$ cat config.mk
export PLATFORM = sky130hd
export DESIGN_NAME = id_ex_stage
export DESIGN_NICKNAME = d
export VERILOG_FILES = /design/src/rtl/id_ex_stage.sv
export SDC_FILE = /design/constraint.sdc
export NUM_CORES = 1
export LEC_CHECK = 0
export BUFFER_PORTS_ARGS = -buffer_cell sky130_fd_sc_hd__buf_2
export CORE_UTILIZATION = 42
export DETAILED_ROUTE_END_ITERATION = 8
export PLACE_DENSITY = 0.79
export SLEW_MARGIN = 15
export SYNTH_ARGS = -nofsm -noshare
export SYNTH_HDL_FRONTEND = slang
export SYNTH_SLANG_ARGS = --single-unit
export TNS_END_PERCENT = 20
$ cat constraint.sdc
create_clock -name clk -period 2 [get_ports clk]
set_input_delay 0.4 -clock clk [delete_from_list [all_inputs] [get_ports clk]]
set_output_delay 0.4 -clock clk [all_outputs]
set_load 0.01 [all_outputs]
$ cat src/rtl/id_ex_stage.sv
// RV32I decode stage and ID/EX pipeline register: control decode, immediate generation,
// WB write-through bypass on register reads, load-use stall and branch-flush bubbles.
module id_ex_stage #(
  parameter int unsigned XLEN      = 32,
  parameter logic [31:0] NOP_INSTR = 32'h00000013
) (
  input  logic            clk,
  input  logic            reset,
  input  logic            if_id_valid,
  input  logic [XLEN-1:0] if_id_pc,
  input  logic [31:0]     if_id_instr,
  output logic [4:0]      rs1_addr,
  output logic [4:0]      rs2_addr,
  input  logic [XLEN-1:0] rf_rdata1,
  input  logic [XLEN-1:0] rf_rdata2,
  input  logic            wb_regwrite,
  input  logic [4:0]      wb_rd,
  input  logic [XLEN-1:0] wb_data,
  input  logic            ex_flush,
  output logic            stall,
  output logic            id_ex_valid,
  output logic [XLEN-1:0] id_ex_pc,
  output logic [XLEN-1:0] id_ex_rs1_data,
  output logic [XLEN-1:0] id_ex_rs2_data,
  output logic [XLEN-1:0] id_ex_imm,
  output logic [4:0]      id_ex_rs1,
  output logic [4:0]      id_ex_rs2,
  output logic [4:0]      id_ex_rd,
  output logic            id_ex_regwrite,
  output logic            id_ex_memread,
  output logic            id_ex_memwrite,
  output logic            id_ex_memtoreg,
  output logic            id_ex_alusrc,
  output logic            id_ex_branch,
  output logic            id_ex_jump,
  output logic [3:0]      id_ex_aluop
);

  localparam logic [6:0] OpReg    = 7'b0110011;
  localparam logic [6:0] OpImm    = 7'b0010011;
  localparam logic [6:0] OpLoad   = 7'b0000011;
  localparam logic [6:0] OpStore  = 7'b0100011;
  localparam logic [6:0] OpBranch = 7'b1100011;
  localparam logic [6:0] OpJal    = 7'b1101111;
  localparam logic [6:0] OpJalr   = 7'b1100111;
  localparam logic [6:0] OpLui    = 7'b0110111;
  localparam logic [6:0] OpAuipc  = 7'b0010111;

  localparam logic [2:0] ImmZero = 3'd0;
  localparam logic [2:0] ImmI    = 3'd1;
  localparam logic [2:0] ImmS    = 3'd2;
  localparam logic [2:0] ImmB    = 3'd3;
  localparam logic [2:0] ImmU    = 3'd4;
  localparam logic [2:0] ImmJ    = 3'd5;

  logic [6:0] opcode;
  logic [2:0] funct3;
  logic       funct7_b5;
  logic [4:0] rd_addr;

  assign opcode    = if_id_instr[6:0];
  assign rd_addr   = if_id_instr[11:7];
  assign funct3    = if_id_instr[14:12];
  assign rs1_addr  = if_id_instr[19:15];
  assign rs2_addr  = if_id_instr[24:20];
  assign funct7_b5 = if_id_instr[30];

  logic       dec_regwrite;
  logic       dec_memread;
  logic       dec_memwrite;
  logic       dec_memtoreg;
  logic       dec_alusrc;
  logic       dec_branch;
  logic       dec_jump;
  logic [3:0] dec_aluop;
  logic [2:0] imm_sel;
  logic       rs1_used;
  logic       rs2_used;

  always_comb begin
    dec_regwrite = 1'b0;
    dec_memread  = 1'b0;
    dec_memwrite = 1'b0;
    dec_memtoreg = 1'b0;
    dec_alusrc   = 1'b0;
    dec_branch   = 1'b0;
    dec_jump     = 1'b0;
    dec_aluop    = 4'b0000;
    imm_sel      = ImmZero;
    rs1_used     = 1'b1;
    rs2_used     = 1'b0;
    case (opcode)
      OpReg: begin
        dec_regwrite = 1'b1;
        dec_aluop    = {funct7_b5, funct3};
        rs2_used     = 1'b1;
      end
      OpImm: begin
        dec_regwrite = 1'b1;
        dec_alusrc   = 1'b1;
        imm_sel      = ImmI;
        // funct7[5] only distinguishes SRAI from SRLI; elsewhere it is immediate bits
        dec_aluop    = {(funct3 == 3'b101) & funct7_b5, funct3};
      end
      OpLoad: begin
        dec_regwrite = 1'b1;
        dec_memread  = 1'b1;
        dec_memtoreg = 1'b1;
        dec_alusrc   = 1'b1;
        imm_sel      = ImmI;
      end
      OpStore: begin
        dec_memwrite = 1'b1;
        dec_alusrc   = 1'b1;
        imm_sel      = ImmS;
        rs2_used     = 1'b1;
      end
      OpBranch: begin
        dec_branch = 1'b1;
        imm_sel    = ImmB;
        dec_aluop  = {1'b0, funct3};
        rs2_used   = 1'b1;
      end
      OpJal: begin
        dec_regwrite = 1'b1;
        dec_jump     = 1'b1;
        imm_sel      = ImmJ;
        rs1_used     = 1'b0;
      end
      OpJalr: begin
        dec_regwrite = 1'b1;
        dec_jump     = 1'b1;
        dec_alusrc   = 1'b1;
        imm_sel      = ImmI;
      end
      OpLui, OpAuipc: begin
        dec_regwrite = 1'b1;
        dec_alusrc   = 1'b1;
        imm_sel      = ImmU;
        rs1_used     = 1'b0;
      end
      default: ;
    endcase
    if (rd_addr == 5'd0) begin
      dec_regwrite = 1'b0;
    end
  end

  logic signed [31:0] imm_i;
  logic signed [31:0] imm_s;
  logic signed [31:0] imm_b;
  logic signed [31:0] imm_u;
  logic signed [31:0] imm_j;
  logic [XLEN-1:0]    dec_imm;

  assign imm_i = {{20{if_id_instr[31]}}, if_id_instr[31:20]};
  assign imm_s = {{20{if_id_instr[31]}}, if_id_instr[31:25], if_id_instr[11:7]};
  assign imm_b = {{19{if_id_instr[31]}}, if_id_instr[31], if_id_instr[7],
                  if_id_instr[30:25], if_id_instr[11:8], 1'b0};
  assign imm_u = {if_id_instr[31:12], 12'b0};
  assign imm_j = {{11{if_id_instr[31]}}, if_id_instr[31], if_id_instr[19:12],
                  if_id_instr[20], if_id_instr[30:21], 1'b0};

  always_comb begin
    dec_imm = '0;
    case (imm_sel)
      ImmI:    dec_imm = XLEN'(imm_i);
      ImmS:    dec_imm = XLEN'(imm_s);
      ImmB:    dec_imm = XLEN'(imm_b);
      ImmU:    dec_imm = XLEN'(imm_u);
      ImmJ:    dec_imm = XLEN'(imm_j);
      default: dec_imm = '0;
    endcase
  end

  // The register file is written at the end of the cycle, so a same-cycle WB write
  // must be forwarded here or ID would latch the stale value.
  logic            bypass1;
  logic            bypass2;
  logic [XLEN-1:0] rs1_data;
  logic [XLEN-1:0] rs2_data;

  assign bypass1  = wb_regwrite && (wb_rd != 5'd0) && (wb_rd == rs1_addr);
  assign bypass2  = wb_regwrite && (wb_rd != 5'd0) && (wb_rd == rs2_addr);
  assign rs1_data = bypass1 ? wb_data : rf_rdata1;
  assign rs2_data = bypass2 ? wb_data : rf_rdata2;

  logic rs1_hit;
  logic rs2_hit;

  assign rs1_hit = rs1_used && (id_ex_rd == rs1_addr);
  assign rs2_hit = rs2_used && (id_ex_rd == rs2_addr);
  assign stall   = id_ex_valid && id_ex_memread && (id_ex_rd != 5'd0) && if_id_valid &&
                   (rs1_hit || rs2_hit);

  logic bubble;
  assign bubble = ex_flush || stall;

  always_ff @(posedge clk or negedge reset) begin
    if (!reset) begin
      id_ex_valid    <= 1'b0;
      id_ex_pc       <= '0;
      id_ex_rs1_data <= '0;
      id_ex_rs2_data <= '0;
      id_ex_imm      <= '0;
      id_ex_rs1      <= 5'd0;
      id_ex_rs2      <= 5'd0;
      id_ex_rd       <= 5'd0;
      id_ex_regwrite <= 1'b0;
      id_ex_memread  <= 1'b0;
      id_ex_memwrite <= 1'b0;
      id_ex_memtoreg <= 1'b0;
      id_ex_alusrc   <= 1'b0;
      id_ex_branch   <= 1'b0;
      id_ex_jump     <= 1'b0;
      id_ex_aluop    <= 4'b0000;
    end else if (bubble) begin
      // Bubble register indices follow the canonical NOP so EX forwarding never matches
      id_ex_valid    <= 1'b0;
      id_ex_pc       <= '0;
      id_ex_rs1_data <= '0;
      id_ex_rs2_data <= '0;
      id_ex_imm      <= '0;
      id_ex_rs1      <= NOP_INSTR[19:15];
      id_ex_rs2      <= NOP_INSTR[24:20];
      id_ex_rd       <= NOP_INSTR[11:7];
      id_ex_regwrite <= 1'b0;
      id_ex_memread  <= 1'b0;
      id_ex_memwrite <= 1'b0;
      id_ex_memtoreg <= 1'b0;
      id_ex_alusrc   <= 1'b0;
      id_ex_branch   <= 1'b0;
      id_ex_jump     <= 1'b0;
      id_ex_aluop    <= 4'b0000;
    end else begin
      id_ex_valid    <= if_id_valid;
      id_ex_pc       <= if_id_pc;
      id_ex_rs1_data <= rs1_data;
      id_ex_rs2_data <= rs2_data;
      id_ex_imm      <= dec_imm;
      id_ex_rs1      <= rs1_addr;
      id_ex_rs2      <= rs2_addr;
      id_ex_rd       <= rd_addr;
      id_ex_regwrite <= dec_regwrite & if_id_valid;
      id_ex_memread  <= dec_memread & if_id_valid;
      id_ex_memwrite <= dec_memwrite & if_id_valid;
      id_ex_memtoreg <= dec_memtoreg & if_id_valid;
      id_ex_alusrc   <= dec_alusrc & if_id_valid;
      id_ex_branch   <= dec_branch & if_id_valid;
      id_ex_jump     <= dec_jump & if_id_valid;
      id_ex_aluop    <= if_id_valid ? dec_aluop : 4'b0000;
    end
  end

endmodule
======== Yosys cells after proc, flatten, opt, wreduce, memory -nomap -nowiden ========
Cells that the tools add are included.
word-level totals
  register bits ........................... 154
  input port bits ......................... 170
cells by class
  eq/ne operators ......................... 19
  muxes and demuxes ....................... 30
  bitwise logic cells ..................... 7
  reduce and logical (&&, ||, !) cells .... 21
operators by type and width
  cell                                                 count
  2-to-1 mux 32 bit                                    6
  case mux 32 bit (5 select lines)                     1
  equality test 7 x 6 -> 1 bit, second input constant  3
  equality test 7 bit, second input constant           3
  equality test 5 bit                                  4
  2-to-1 mux 1 bit                                     16
  2-to-1 mux 5 bit                                     3
  case mux 3 bit (5 select lines)                      1
  equality test 7 x 5 -> 1 bit, second input constant  2
  case mux 4 bit (3 select lines)                      1
  nonzero test 5 bit                                   2
  equality test 3 bit, second input constant           3
  logical AND 1 bit                                    9
  OR reduction 3 bit                                   3
  2-to-1 mux 4 bit                                     2
  bitwise AND 1 bit                                    7
  equality test 7 x 2 -> 1 bit, second input constant  1
  OR reduction 7 bit                                   1
  equality test 3 x 2 -> 1 bit, second input constant  2
  OR reduction 6 bit                                   1
  zero test 5 bit                                      1
  OR reduction 2 bit                                   2
  equality test 3 x 1 -> 1 bit, second input constant  1
  logical OR 1 bit                                     2

======== Logic depth before layout (Yosys ltp) ========
  depth in word-level cells ............... 8
  mapped depth ............................ 9
  depth with buffers taken out ............ 5

======== Worst setup path before layout ========
OpenSTA, ideal clock, no wires.
  path type ............................... reg2reg
  start point ............................. register id_ex_rd[2]
  end point ............................... register id_ex_rs1_data[0]
  library setup time ...................... 0.070 ns
  arrival ................................. 2.045 ns
  required time ........................... 1.930 ns
  setup slack ............................. -0.115 ns
  stages on the path, launching flop included .. 9
  buffers on the path ..................... 3
  clock period less this slack ............ 2.115 ns
  cell sequence ........................... dfrtp_1 or4_4 o21ai_4 o41ai_4 or2_1 buf_6 buf_8 buf_12 nor2_4
on the way
  cells in the longest elaborated chain, start to end .. 6
  elaborated cells between the ends (all ways) .. 11
RTL lines
  element                                                       line           text
  start: declaration                                            28             output logic [4:0] id_ex_rd,
  start signal: assignment                                      226            id_ex_rd <= NOP_INSTR[11:7];
  start signal: assignment                                      243            id_ex_rd <= rd_addr;
  equality test 5 bit, or another cell as far along             191            assign rs1_hit = rs1_used && (id_ex_rd == rs1_addr);
  logical AND 1 bit (on tied branches)                          191, 192, 193
  logical OR 1 bit / logical AND 1 bit (equally long branches)  194, 193
  logical AND 1 bit *                                           193            assign stall = id_ex_valid && id_ex_memread && (id_ex_rd != 5'd0) && if_id_valid &&
  logical OR 1 bit *                                            197            assign bubble = ex_flush || stall;
  2-to-1 mux 32 bit *                                           217            end else if (bubble) begin
  end signal: assignment                                        238            id_ex_rs1_data <= rs1_data;
  end: declaration                                              23             output logic [XLEN-1:0] id_ex_rs1_data,
Every way passes the cells marked *; elsewhere a longest branch is shown, timed or not.

======== Worst setup path after layout ========
  start point ............................. register id_ex_rd[2]
  end point ............................... output stall
on the way
  cells in the longest elaborated chain, start to end .. 4
  elaborated cells between the ends (all ways) .. 9
RTL lines
  element                                                       line           text
  equality test 5 bit, or another cell as far along             191
  logical AND 1 bit (on tied branches)                          191, 192, 193
  logical OR 1 bit / logical AND 1 bit (equally long branches)  194, 193
  logical AND 1 bit *                                           193
  end: declaration                                              20             output logic stall,
Marked as above.

==> summary.txt <==
Status
  • Status: complete, but fails checks
  • Failing checks: negative setup slack

Timing
  • Actual slew at the worst max-slew pin: 0.695 ns
  • Final period util: 116%
  • Worst Setup Slack, final: -0.324 ns
  • Relative slew slack: 53.3%
  • Clock skew: 0.0107 ns
  • Tmin final: 2.32 ns
  • Worst hold margin: 0.180 ns
  • Fmax: 430 MHz
  • Final Hold Fails: 0
  • Setup violators final: 146
  • Setup TNS: -25.42 ns
  • RSZ-0062 raised after global routing: true
  • Final Max Tran Viols: 0

Synth
  • Most common library cells after synthesis: 154 x dfrtp_1, 64 x mux2i_1, 59 x nor2_4
  • Syn avg cell area: 12.7 sq um
  • YS warnings: 0
  • Top_reg_cell synth: dfrtp_1
  • Mapped cell area: 6830 sq um
  • Async S/R FF share, synth: 100%
  • EDFF count, synth: 0
  • #FFs+latches synth: 154
  • Mapped Cells: roughly 540
  • Synth top area share: approximately 56%
  • Synth area leader: dfrtp_1
  • Sequential fraction of the synthesis area: between 50% and 60%
  • Synth area leaders: dfrtp_1 56%, nor2_4 9.7%, mux2i_1 9.4%
  • Net Count, Synth: slightly above 700
  • Cell with the most instances after synthesis: dfrtp_1
  • Yosys cell types: 49

Job
  • Max-capacitance violation count: 0

GRT
  • Gr usage total: 23.8%
  • Largest net degree at the start of global routing: 48
  • Vias in the first global route: around 5600
  • First-pass GRT wire length: around 29000 um
  • Initial antenna violation count: 0
  • Total gr overflow: 0

Routing
  • Routed WL: 20800 um
  • DR WL/cell: 17.7 um
  • Iteration-0 DRC Markers: 192
  • DR top layer: met4
  • Residual DRC count: 0
  • DR pass1 iterations: 4
  • Antenna-violating nets left: 0
  • WL met3: approximately 1500 um
  • WL met2: 11100 um
  • Via count: roughly 5600
  • Vias per std cell: ~4.8
  • Met1 WL: 7800 um

Power
  • Seq pwr share: 42.2%
  • Combinational share of power: 15.1%
  • P per Cell Area: between 700 and 800 nW/um^2
  • Switching Fraction: between 20% and 30%
  • Int Power: 5.84 mW
  • Clk pwr share: a little over two fifths
  • Psw: roughly 1.9 mW
  • Static Leakage: 5.19 nW
  • Worst vdd ir: roughly 570 uV
  • Post-route total power: 7.75 mW

Finish
  • Nets: approximately 1100
  • Area grow syn2layout: 52.2%
  • Finished Layout Cells: 1175
  • Post-layout util: 65.4%
  • Design Area, Final: 10400 sq um
  • Share of cells above drive strength 1: 60.7%
  • N_diodes: 0
  • Fillers: 1213

Worst setup path
  • Flop-to-flop setup slack: -0.25 ns
  • CP Max Fanout: 3
  • Required @ worst endpoint: 1.60 ns
  • CP Launch Type: register
  • CP Capture Type: output pin
  • Arr. time, crit path: 1.92 ns
  • Critical path class: reg -> out

Die
  • Initial Util: 43.0%
  • Die width: 130 um
  • Core Area: between 15000 and 20000 sq um
  • Cell Rows: 46
  • Ports: 336
  • Die area: 16800 sq um
  • Die H: 130 um

CTS
  • CTS Root Cell: clkbuf_16
  • Reg clk slew, reported paths: around 0.060 ns
  • Clock latency on the worst-skew pair: 0.42 ns
  • CTS tree: built
  • Clock sinks: roughly 150
  • CTS Buffer Depth: 2
  • CTS Buf Count: 17
  • H-tree Lvls: 4

Place
  • Dpl hpwl: 14500 um
  • Dpl cell area: 9070 sq um
  • DP Worst Slack: -0.236 ns
  • PortBufs: 335
  • Placer Congestion: 0.877
  • Total placed cells including tap cells: ~1100

Worst hold path
  • Worst hold path class: in -> reg
## power by group through the flow
| stage | combinational, mW | sequential [mW] | clock (mW) |
|---|---|---|---|
| floorplan | 0.416 | 3.41 | 0 |
| global placement | 0.999 | 3.33 | 0 |
| detailed placement | 1.02 | 3.33 | 0 |
| CTS | 1.08 | 3.28 | 3.34 |
| global route | 1.27 | 3.29 | 3.47 |
| finish | 1.17 | 3.28 | 3.30 |
## placed cells by master, fill, tap and decap left out, types with 7 or more instances in the layout
master,instances
dfrtp_1,153
nor2_4,63
and2_4,9
clkbuf_16,22
a21oi_2,9
nor2_2,7
buf_12,8
buf_2,333
nand2_1,22
nor3_1,8
buf_6,23
nand3_1,7
and2_1,39
nor3_2,7
xnor2_1,11
nor2_1,7
mux2i_1,64
and3_1,12
buf_4,59
a21oi_1,18
## critical path, cell delays in order, from the launching register on
cell     delay [ns]
dfrtp_1        0.41
or4_4          0.56
o21ai_4        0.19
or4_4          0.17
o21ai_2        0.05
buf_6          0.12
## layout make-up
class,count,area [sq um],share of cell area (%)
sequential,154,3850,37.1
clock buffer,22,464,4.47
multi-input combinational,340,2910,28.0
timing repair buffer,432,2750,26.5
clock inverter,9,138,1.32
inverter,2,7.51,0.0722
tap,216,270,2.60
## cells by family (layout without fill, tap and decap cells)
logic type / after synthesis / in the layout / share of synthesized area (%)
DFF: 154 / 154 / 56.4
and+or+nand+nor: 210 / 212 / 22.5
buffers and inverters: 44 / 465 / 4.91
AOI/OAI and AO/OA: 44 / 44 / 4.27
xor gates and xnor gates: 20 / 20 / 2.56
muxes: 64 / 64 / 9.38
## metal layers
layer | global-route usage, % | vias up
met5 | 0 | -
met4 | 9.17 | 0
met3 | 7.35 | 30
met2 | 42.4 | 243
met1 | 26.5 | 2711
li1 | - | 2609
## timing repair
item	4_1_cts	5_1_grt
gates cloned	4	8
hold endpoints to repair	41	0
pin swaps	44	33
setup buffers	12	10
setup endpoints to repair	124	155
hold buffers	1	0
gates resized for setup	28	64
## worst paths after layout
| path | start | to | cells after the start |
|---|---|---|---|
| max | id_ex_rd[2]$_DFF_PN0_ | stall | 5 |
| min | if_id_pc[18] | id_ex_pc[18]$_DFF_PN0_ | 2 |
| max reg2reg | id_ex_rd[2]$_DFF_PN0_ | id_ex_memwrite$_DFF_PN0_ | 10 |
| min reg2reg | id_ex_rd[1]$_DFF_PN0_ | id_ex_imm[31]$_DFF_PN0_ | 6 |
| max in group asynchronous | reset | id_ex_imm[16]$_DFF_PN0_ | 3 |
| min in group asynchronous | reset | id_ex_rs1_data[14]$_DFF_PN0_ | 2 |
## sequential cells by signal, indices dropped and copies added (netlist names)
name and flops:
id_ex_imm 32, id_ex_pc 32, id_ex_rs1_data 32, id_ex_rs2_data 32
id_ex_rd 5, id_ex_rs1 5, id_ex_rs2 5, id_ex_aluop 4
id_ex_alusrc 1, id_ex_branch 1, id_ex_jump 1, id_ex_memtoreg 1
id_ex_memwrite 1, id_ex_regwrite 1, id_ex_valid 1
Power figures use the tool's default switching activity.
